===== src/rtl/mod_addsub_pipe.sv =====
// mod_addsub_pipe: two-stage handshaked modular add/subtract unit.
// A beat is either two packed KW-bit Kyber lanes reduced mod KQ or one
// DW-bit Dilithium word reduced mod DQ. in_mode[0] selects a+b or a-b.
// Stage 1 holds the raw sum or difference. Stage 2 applies one conditional
// correction. Both stages advance together whenever the output slot is free
// or is being drained.
module mod_addsub_pipe #(
  parameter int KW    = 12,
  parameter int DW    = 24,       // packs two Kyber lanes, so DW == 2*KW
  parameter int KQ    = 3329,
  parameter int DQ    = 8380417,
  parameter int TAG_W = 8
) (
  input  logic             clk,
  input  logic             rst,       // asynchronous, active-low
  input  logic             in_valid,
  output logic             in_ready,
  input  logic [1:0]       in_mode,
  input  logic [DW-1:0]    in_a,
  input  logic [DW-1:0]    in_b,
  input  logic [TAG_W-1:0] in_tag,
  output logic             out_valid,
  input  logic             out_ready,
  output logic [DW-1:0]    out_data,
  output logic [TAG_W-1:0] out_tag
);

  // The moduli are widened by one bit so they line up with the carry/borrow
  // bit of the raw results.
  localparam logic [KW:0] KQ_X = KQ[KW:0];
  localparam logic [DW:0] DQ_X = DQ[DW:0];

  // Single correction for one Kyber lane. For sub, the MSB of s is the
  // borrow. For add, the MSB of s is the carry.
  function automatic logic [KW-1:0] fix_lane(input logic [KW:0] s, input logic sub);
    logic [KW:0] t;
    if (sub) begin
      t = s[KW] ? (s + KQ_X) : s;
    end else begin
      t = (s >= KQ_X) ? (s - KQ_X) : s;
    end
    return t[KW-1:0];
  endfunction

  // Single correction for one Dilithium word. It follows the same rule as
  // fix_lane, but at word width.
  function automatic logic [DW-1:0] fix_word(input logic [DW:0] s, input logic sub);
    logic [DW:0] t;
    if (sub) begin
      t = s[DW] ? (s + DQ_X) : s;
    end else begin
      t = (s >= DQ_X) ? (s - DQ_X) : s;
    end
    return t[DW-1:0];
  endfunction

  logic en;

  logic [KW:0] raw_hi;
  logic [KW:0] raw_lo;
  logic [DW:0] raw_w;

  logic             vld_p1;
  logic [1:0]       mode_p1;
  logic [TAG_W-1:0] tag_p1;
  logic [KW:0]      raw_hi_p1;
  logic [KW:0]      raw_lo_p1;
  logic [DW:0]      raw_w_p1;

  logic [DW-1:0]    res_p1;

  logic             vld_p2;
  logic [DW-1:0]    data_p2;
  logic [TAG_W-1:0] tag_p2;

  // The pipeline moves only when the output slot is empty or is being taken.
  // There is no skid buffer, so in_ready follows out_ready combinationally.
  assign en       = ~vld_p2 | out_ready;
  assign in_ready = en;

  // ---- stage 0 -> 1: raw lane/word sums and differences, unreduced ----
  // Compute the lane and word results. Lanes are independent: no carry or
  // borrow crosses the KW boundary.
  always_comb begin
    raw_hi = '0;
    raw_lo = '0;
    raw_w  = '0;
    if (in_mode[0]) begin
      raw_hi = {1'b0, in_a[DW-1:KW]} - {1'b0, in_b[DW-1:KW]};
      raw_lo = {1'b0, in_a[KW-1:0]}  - {1'b0, in_b[KW-1:0]};
      raw_w  = {1'b0, in_a} - {1'b0, in_b};
    end else begin
      raw_hi = {1'b0, in_a[DW-1:KW]} + {1'b0, in_b[DW-1:KW]};
      raw_lo = {1'b0, in_a[KW-1:0]}  + {1'b0, in_b[KW-1:0]};
      raw_w  = {1'b0, in_a} + {1'b0, in_b};
    end
  end

  // Stage-1 valid bit. On every advance it loads in_valid, so bubbles
  // propagate.
  always_ff @(posedge clk or negedge rst) begin
    if (!rst) begin
      vld_p1 <= 1'b0;
    end else if (en) begin
      vld_p1 <= in_valid;
    end
  end

  // Stage-1 payload. It loads only for a real beat, so a bubble leaves the
  // previous contents alone.
  always_ff @(posedge clk or negedge rst) begin
    if (!rst) begin
      mode_p1   <= '0;
      tag_p1    <= '0;
      raw_hi_p1 <= '0;
      raw_lo_p1 <= '0;
      raw_w_p1  <= '0;
    end else if (en && in_valid) begin
      mode_p1   <= in_mode;
      tag_p1    <= in_tag;
      raw_hi_p1 <= raw_hi;
      raw_lo_p1 <= raw_lo;
      raw_w_p1  <= raw_w;
    end
  end

  // ---- stage 1 -> 2: one conditional +/-Q correction per lane or word ----
  // Select the corrected result by the mode bit that travelled with the beat.
  always_comb begin
    res_p1 = '0;
    if (mode_p1[1]) begin
      res_p1 = fix_word(raw_w_p1, mode_p1[0]);
    end else begin
      res_p1 = {fix_lane(raw_hi_p1, mode_p1[0]), fix_lane(raw_lo_p1, mode_p1[0])};
    end
  end

  // Output valid bit. It follows the stage-1 valid bit on every advance.
  always_ff @(posedge clk or negedge rst) begin
    if (!rst) begin
      vld_p2 <= 1'b0;
    end else if (en) begin
      vld_p2 <= vld_p1;
    end
  end

  // Output payload. It changes only when a real beat moves in, so data and
  // tag stay stable while the output is stalled.
  always_ff @(posedge clk or negedge rst) begin
    if (!rst) begin
      data_p2 <= '0;
      tag_p2  <= '0;
    end else if (en && vld_p1) begin
      data_p2 <= res_p1;
      tag_p2  <= tag_p1;
    end
  end

  assign out_valid = vld_p2;
  assign out_data  = data_p2;
  assign out_tag   = tag_p2;

endmodule


===== config.mk =====
export PLATFORM = sky130hd
export DESIGN_NAME = mod_addsub_pipe
export DESIGN_NICKNAME = d
export VERILOG_FILES = /design/src/rtl/mod_addsub_pipe.sv
export SDC_FILE = /design/constraint.sdc
export NUM_CORES = 1
export LEC_CHECK = 0
export BUFFER_PORTS_ARGS = -buffer_cell sky130_fd_sc_hd__buf_2
export CORE_AREA = 2 2 80 158
export DETAILED_ROUTE_END_ITERATION = 7
export DIE_AREA = 0 0 82 160
export PLACE_DENSITY = 0.85
export SYNTH_ARGS = -nofsm -noshare
export SYNTH_HDL_FRONTEND = slang
export SYNTH_SLANG_ARGS = --single-unit

===== constraint.sdc =====
create_clock -name clk -period 4.78 [get_ports clk]
set_clock_uncertainty 0.15 [all_clocks]
set_input_delay 0.239 -clock clk [delete_from_list [all_inputs] [get_ports clk]]
set_output_delay 0.239 -clock clk [all_outputs]
set_load 0.1 [all_outputs]

==> After elaboration in Yosys (flattened, before gate mapping) <==
Cells that the tools add are included.
{ "classes": {"n_addsub": 12, "reduce_logical": 2, "muxes": 13, "n_bitwise": 2, "magnitude_cmp": 3} }
{ "op_table": {"columns": ["operator", "count"], "rows": [
  ["$mux 24", 4],
  ["$mux 12", 6],
  ["$add 12x12->13", 2],
  ["$ge 13x12->1 const B", 2],
  ["$mux 13", 2],
  ["$sub 12x12->13", 2],
  ["$add 24x24->25", 1],
  ["$ge 25x23->1 const B", 1],
  ["$mux 25", 1],
  ["$sub 24x24->25", 1],
  ["$add 12x12->12 const B", 2],
  ["$add 24x23->24 const B", 1],
  ["$sub 12x12->12 const B", 2],
  ["$sub 24x23->24 const B", 1],
  ["$logic_and 1x1->1", 2],
  ["$not 1->1", 1],
  ["$or 1x1->1", 1]
]} }
{ "totals": {"register_bits": 95, "word_cells": 41} }

==> Logic depth before layout (Yosys ltp) <==
Gate-level depths: netlist (run 1).
{ "depth": {"ltp_word": 4, "ltp_mapped": 15, "ltp_nobuf": 15} }

==> Worst setup path before layout (run 1) <==
Ideal clock, no wire load.
{ "synth_timing": {"kind": "in2reg", "from": "input in_b[0]", "to": "register raw_w_p1[20]", "stages": 13, "setup_slack_ns": 1.507, "setup_time_ns": 0.095, "arrival_ns": 3.027, "n_path_buf": 1, "path_cell_list": "inv_1 > ha_1 > and3_1 > a31oi_1 > xnor2_1 > ha_1 > clkbuf_1 > and3_1 > a221oi_1 > a21oi_1 > o31a_1 > o21a_1 > o31ai_1"} }
{ "synth_between": {"elab_chain_cells": 2, "elab_cells_between_ends": 3} }
{ "synth_lines": {"columns": ["item", "line_no", "text"], "rows": [
  ["start: declaration", "20", "input logic [DW-1:0] in_b,"],
  ["$add 24x24->25 / $sub 24x24->25 (equally long branches)", "95, 91", null],
  ["$mux 25 (*)", "88", "if (in_mode[0]) begin"],
  ["end signal: assignment", "123", "raw_w_p1 <= raw_w;"],
  ["end: declaration", "68", "logic [DW:0] raw_w_p1;"]
]} }
Mark *: on every way between the ends. The rest lies on a longest branch, timed or not.
A chain may end at the register's enable or synchronous reset.

==> Final worst setup path (run 1) <==
{ "layout_timing": {"from": "input in_b[3]", "to": "register raw_w_p1[20]"} }
Same word-level chain as after synthesis.

==> results.json, run 1 <==
{
  "initialDrtViolationCount": 569,
  "syn_nets": 1059,
  "post_drt_wl_per_cell_um": 16.5,
  "drtAntennaViolNets": 0,
  "synth_warnings": 0,
  "async_flop_share": 1.00,
  "synth_edf_count": 0,
  "grt_pass1_wl_um": 32000,
  "synth_area_sq_um": 7410,
  "hold_violations": 0,
  "start_util": 0.619,
  "cts_root_buffer": "clkbuf_16",
  "start_kind": "input port",
  "setup_tns_ns": 0,
  "drive_gt1_frac": 0.139,
  "drc": 0,
  "io_pins": 96,
  "avgSynthCellArea_sq_um": 7.79,
  "layout_common_cells": "149 x nand2_1, 94 x buf_2, 84 x nor2_1",
  "run_status": "completed",
  "ys_seq_area_frac": 0.280,
  "cts_num_sinks": 83,
  "tritoncts": "built",
  "diodes": 0,
  "io_buffers": 95,
  "instances_no_fill": 1177,
  "crit_chain": "buf_2 > nor2_1 > and3_1 > a31oi_1 > buf_4 > xnor2_1 > ha_1 > and3_1 > a221oi_1 > a21oi_1 > o31a_1 > o21a_1 > o31ai_1",
  "dp_cells": 1151,
  "setup_ws_ns": 1.52,
  "tightest_slew_ns": 0.936,
  "numCtsBuffers": 9,
  "postCtsSetupBuffers": 0,
  "syn-instance-count": 951,
  "peakVddDrop_mv": 0.638,
  "crit_top_cell": "and3_1",
  "grt_max_degree": 55,
  "crit_fanout": 10,
  "post-place-ws_ns": 1.19,
  "power.leakage_nw": 3.76,
  "nets": 1133,
  "vias": 7197,
  "clk_latency_ns": 0.35,
  "clock_path_buffers": 2,
  "crit_arrival_ns": 3.35,
  "post-route-min-period_ns": 3.26,
  "power_density_nw_per_um2": 519,
  "finalCritPeriodShare": 0.682,
  "die_w_um": 82,
  "viasPerCell": 6.11,
  "rsz0062_at_grt": "no",
  "wirelength_um": 19400,
  "cp_top_family": "compound AO/OA/AOI/OAI gates",
  "critical_path_class": "input port to flip-flop",
  "critical_path.slowest_cell": "a221oi_1",
  "die_height_um": 160,
  "setup_viol": 0,
  "gp_congestion": 0.948,
  "cpPeakStageDelay_ns": 0.40,
  "grt_pass1_vias": 6735,
  "clkTransAtPathRegs_ns": 0.06,
  "dp_hpwl_um": 15000,
  "layout_commonest_cell": "nand2_1",
  "area.growth.synth_to_final_pct": 13.0,
  "dr.pass1.iters": 5,
  "crit_buf_inv": 2,
  "synth-main-ff-cell": "dfrtp_1",
  "cts_max_level": 3,
  "rows": 57,
  "critPathRequiredTime_ns": 4.88,
  "slew_headroom": 0.376,
  "synth_seq_cells": 83,
  "antenna_found_initial": 0,
  "grt_use_total": 0.304,
  "yosysUniqueCellTypes": 78,
  "grt_overflow": 0,
  "die_area_sq_um": 13100,
  "core-area_sq_um": 12000,
  "hold_class": "input port to flip-flop",
  "cp-end-kind": "flip-flop",
  "fmaxAchievable_ghz": 0.307,
  "maxCapViolCount": 0,
  "slew_viol_final": 0
}
## synth_stat cells, drive strengths merged, types with 11 or more instances
master | number | area [sq um]
a21oi | 59 | 299
inv | 38 | 143
buf | 13 | 66.3
a21o | 13 | 97.6
xor2 | 37 | 324
xnor2 | 52 | 455
ha | 44 | 551
nor3 | 27 | 150
a31oi | 11 | 83.8
o21ai | 86 | 430
nand3 | 19 | 100
dfrtp | 83 | 2080
clkbuf | 36 | 135
nor2 | 84 | 315
nand2b | 13 | 81.3
nand2 | 150 | 563
and3 | 14 | 87.6
o31ai | 15 | 145
## metrics by stage
stage	hold slack (ns)	utilization	total power, mW	area (sq um)
after detailed placement	0.0255	0.662	3.53	7930
after CTS	0.132	0.699	4.34	8380
after global placement	0.0244	0.662	3.48	7930
after global routing	0.156	0.699	4.60	8380
final	0.130	0.699	4.35	8380
after floorplan	-0.207	-	3.07	7410
## sequential cells by signal, indices dropped and copies added, names as in the netlist
signal,flops
raw_w_p1,13
tag_p1,8
raw_hi_p1,13
vld_p1,1
out_valid,1
out_data,24
out_tag,8
mode_p1,2
raw_lo_p1,13
## final cells by class
| type | count | area (sq um) |
|---|---|---|
| Clock inverter | 7 | 123 |
| Timing Repair Buffer | 112 | 631 |
| Clock buffer | 9 | 225 |
| Sequential cell | 83 | 2080 |
| Inverter | 38 | 143 |
| Multi-Input combinational cell | 781 | 4990 |
| Tap cell | 147 | 184 |
| Fill cell | 976 | 3610 |
## worst paths after layout
check	depth (start not counted)	startpoint	slack, ns	end
max	13	in_b[3]	1.52	raw_w_p1[20]
max in group asynchronous	3	rst	3.27	raw_hi_p1[12]
max reg2reg	9	raw_lo_p1[1]	1.80	out_data[18]
min in group asynchronous	2	rst	0.20	out_data[3]
min reg2reg	2	out_tag[4]	0.32	out_tag[4]
min	3	in_b[0]	0.13	raw_lo_p1[0]
## kinds of logic (layout without fill, tap and decap cells)
kind of cell | after synthesis | after routing | share of synthesized area
mux | 10 | 10 | 0.0137
buf+inv | 87 | 166 | 0.0464
fa+ha+maj | 46 | 46 | 0.0797
xor+xnor | 89 | 89 | 0.105
simple gates | 365 | 365 | 0.229
flops | 83 | 83 | 0.280
compound gates | 271 | 271 | 0.246
## per-layer routing
metal	vias to the layer above	track usage	wire length, um
met1	3367	0.378	7910
met2	263	0.541	10300
li1	3539	-	-
met4	0	0.0932	406
met3	28	0.0249	807
met5	-	0	0
## worst reg2reg max path, delay by kind of cell (launching register included)
| kind | cells | cell delay (ns) |
|---|---|---|
| fa+ha+maj | 1 | 0.16 |
| buf+inv | 1 | 0.18 |
| simple gates | 3 | 1.14 |
| compound gates | 4 | 0.84 |
| flops | 1 | 0.44 |
## timing repair
action / in CTS / in global routing
resized for setup: 0 / 0
hold buffers: 10 / 0
endpoints found under the hold margin: 38 / 0
## where the power goes
group / leakage (nW) / internal (mW) / switching [mW] / total (mW)
clock: 0.163 / 0.514 / 0.287 / 0.801
sequential: 1.02 / 0.932 / 0.297 / 1.23
combinational: 2.58 / 0.631 / 1.69 / 2.32
total: 3.76 / 2.08 / 2.27 / 4.35
Power figures use the tool's default switching activity.
==> run 2, diff against run 1 <==
--- a/config.mk
+++ b/config.mk
@@ -6,10 +6,10 @@
 export NUM_CORES = 1
 export LEC_CHECK = 0
 export BUFFER_PORTS_ARGS = -buffer_cell sky130_fd_sc_hd__buf_2
-export CORE_AREA = 2 2 80 158
+export CORE_AREA = 2 2 82 163
 export DETAILED_ROUTE_END_ITERATION = 7
-export DIE_AREA = 0 0 82 160
-export PLACE_DENSITY = 0.85
+export DIE_AREA = 0 0 84 165
+export PLACE_DENSITY = 0.81
 export SYNTH_ARGS = -nofsm -noshare
 export SYNTH_HDL_FRONTEND = slang
 export SYNTH_SLANG_ARGS = --single-unit
==> constraint.sdc (replaced) <==
create_clock -name clk -period 3.38 [get_ports clk]
set_clock_uncertainty 0.15 [all_clocks]
set_input_delay 0.169 -clock clk [delete_from_list [all_inputs] [get_ports clk]]
set_output_delay 0.169 -clock clk [all_outputs]
set_load 0.1 [all_outputs]
==> run 2 against run 1 <==
Against the previous run:
- clock power up 7.9%
- via count up 1.1%
- sequential power rose by 41%
- wire length down 1.3%
- clock-buffer cell count did not move
- worst hold slack got worse by 0.072 ns
- largest power group unchanged
==> results.json, run 2 (synthesis gave the netlist of run 1 again) <==
{
  "run_status": "completed",
  "layout_commonest_cell": "nand2_1",
  "gp_congestion": 0.987,
  "postCtsSetupBuffers": 0,
  "drc": 0,
  "start_kind": "input port",
  "diodes": 0,
  "largest_reg_flops": 24,
  "rows": 58,
  "peakVddDrop_mv": 0.828,
  "grt_max_degree": 84,
  "clk_latency_ns": 0.34,
  "rsz0062_at_grt": "no",
  "power_density_nw_per_um2": 701,
  "cts_max_level": 3,
  "drive_gt1_frac": 0.155,
  "dp_cells": 1173,
  "grt_use_total": 0.280,
  "fmaxAchievable_ghz": 0.334,
  "r2r_slack_ns": 0.48,
  "critical_path_class": "input port to flip-flop",
  "power.leakage_nw": 3.82,
  "post_drt_wl_per_cell_um": 15.9,
  "power_mw": 5.93,
  "numCtsBuffers": 9,
  "slew_headroom": 0.341,
  "grt_pass1_vias": 7153,
  "vias": 7276,
  "hold_class": "input port to flip-flop",
  "crit_arrival_ns": 3.08,
  "area.growth.synth_to_final_pct": 14.0,
  "cts_root_buffer": "clkbuf_16",
  "tritoncts": "built",
  "setup_viol": 0,
  "grt_pass1_wl_um": 31800,
  "crit_fanout": 6,
  "hold_violations": 0,
  "die_area_sq_um": 13900,
  "post-route-min-period_ns": 2.99,
  "critPathRequiredTime_ns": 3.47,
  "layout_common_cells": "149 x nand2_1, 94 x buf_2, 84 x nor2_1",
  "clkTransAtPathRegs_ns": 0.06,
  "cts_num_sinks": 83,
  "tightest_slew_ns": 0.989,
  "core-area_sq_um": 12600,
  "die_height_um": 165,
  "antenna_found_initial": 0,
  "clock_path_buffers": 2,
  "dp_hpwl_um": 15300,
  "grt_overflow": 0,
  "wirelength_um": 19100,
  "cp-end-kind": "flip-flop",
  "viasPerCell": 6.07,
  "drtAntennaViolNets": 0,
  "io_pins": 96,
  "start_util": 0.590,
  "instances_no_fill": 1199,
  "initialDrtViolationCount": 513,
  "slew_viol_final": 0,
  "finalCritPeriodShare": 0.886,
  "io_buffers": 95,
  "maxCapViolCount": 0,
  "nets": 1152,
  "dr.pass1.iters": 6,
  "die_w_um": 84
}
-- run 2: path summary, 6_finish.rpt --
check | startpoint | endpoint | cells after the start
worst min-delay path | in_b[0] | raw_lo_p1[0] | 3
worst min register to register | out_tag[1] | out_tag[1] | 2
worst max-delay path | in_b[4] | raw_w_p1[20] | 14
worst max register to register | raw_hi_p1[1] | out_data[15] | 9
max in group asynchronous | rst | raw_lo_p1[12] | 2
min in group asynchronous | rst | out_data[2] | 2
-- run 2: final cells by class --
type | count | area (sq um)
well taps | 150 | 188
clock inverters | 7 | 45.0
multi-input cells | 781 | 5000
repair buffers | 131 | 773
flip-flops and latches | 83 | 2080
fillers | 1132 | 4100
inverters | 38 | 143
clock buffers | 9 | 225
-- run 2: power breakdown --
| part | switching (mW) | total (mW) | internal (mW) |
|---|---|---|---|
| Combinational | 2.40 | 3.33 | 0.925 |
| Clock | 0.372 | 0.864 | 0.492 |
| Sequential | 0.417 | 1.74 | 1.32 |
| Total | 3.19 | 5.93 | 2.73 |
-- run 2: through the flow --
stage | hold slack (ns) | instance area (sq um) | TNS, ns | utilization | setup slack, ns
2_1_floorplan | -0.277 | 7410 | 0 | - | 0.177
5_1_grt | 0.0889 | 8450 | 0 | 0.673 | 0.0476
3_3_place_gp | 0.220 | 8070 | 0 | 0.643 | 0.0647
4_1_cts | 0.0535 | 8440 | 0 | 0.673 | 0.255
3_5_place_dp | 0.224 | 8070 | -0.120 | 0.643 | -0.0812
6_report | 0.0588 | 8450 | 0 | 0.673 | 0.386
-- run 2: metal layers --
layer	GRT usage	part of all wire
met5	0	0
met4	0.196	0.061
met3	0.0295	0.035
met1	0.277	0.37
met2	0.535	0.54
-- run 2: repair_timing --
action,CTS,global route
endpoints found under the setup margin,0,3
hold buffers,10,0
gates resized for setup,0,1
endpoints found under the hold margin,92,0
-- run 2: worst max-delay path: stages --
cell,delay [ns]
buf_2,0.12
nor3_1,0.25
buf_4,0.17
a21o_1,0.15
o21ai_0,0.11
xnor2_1,0.15
ha_1,0.35
a21oi_1,0.21
inv_1,0.08
a221oi_1,0.38
a21oi_1,0.20
o31a_1,0.32
o21a_1,0.17
o31ai_1,0.23
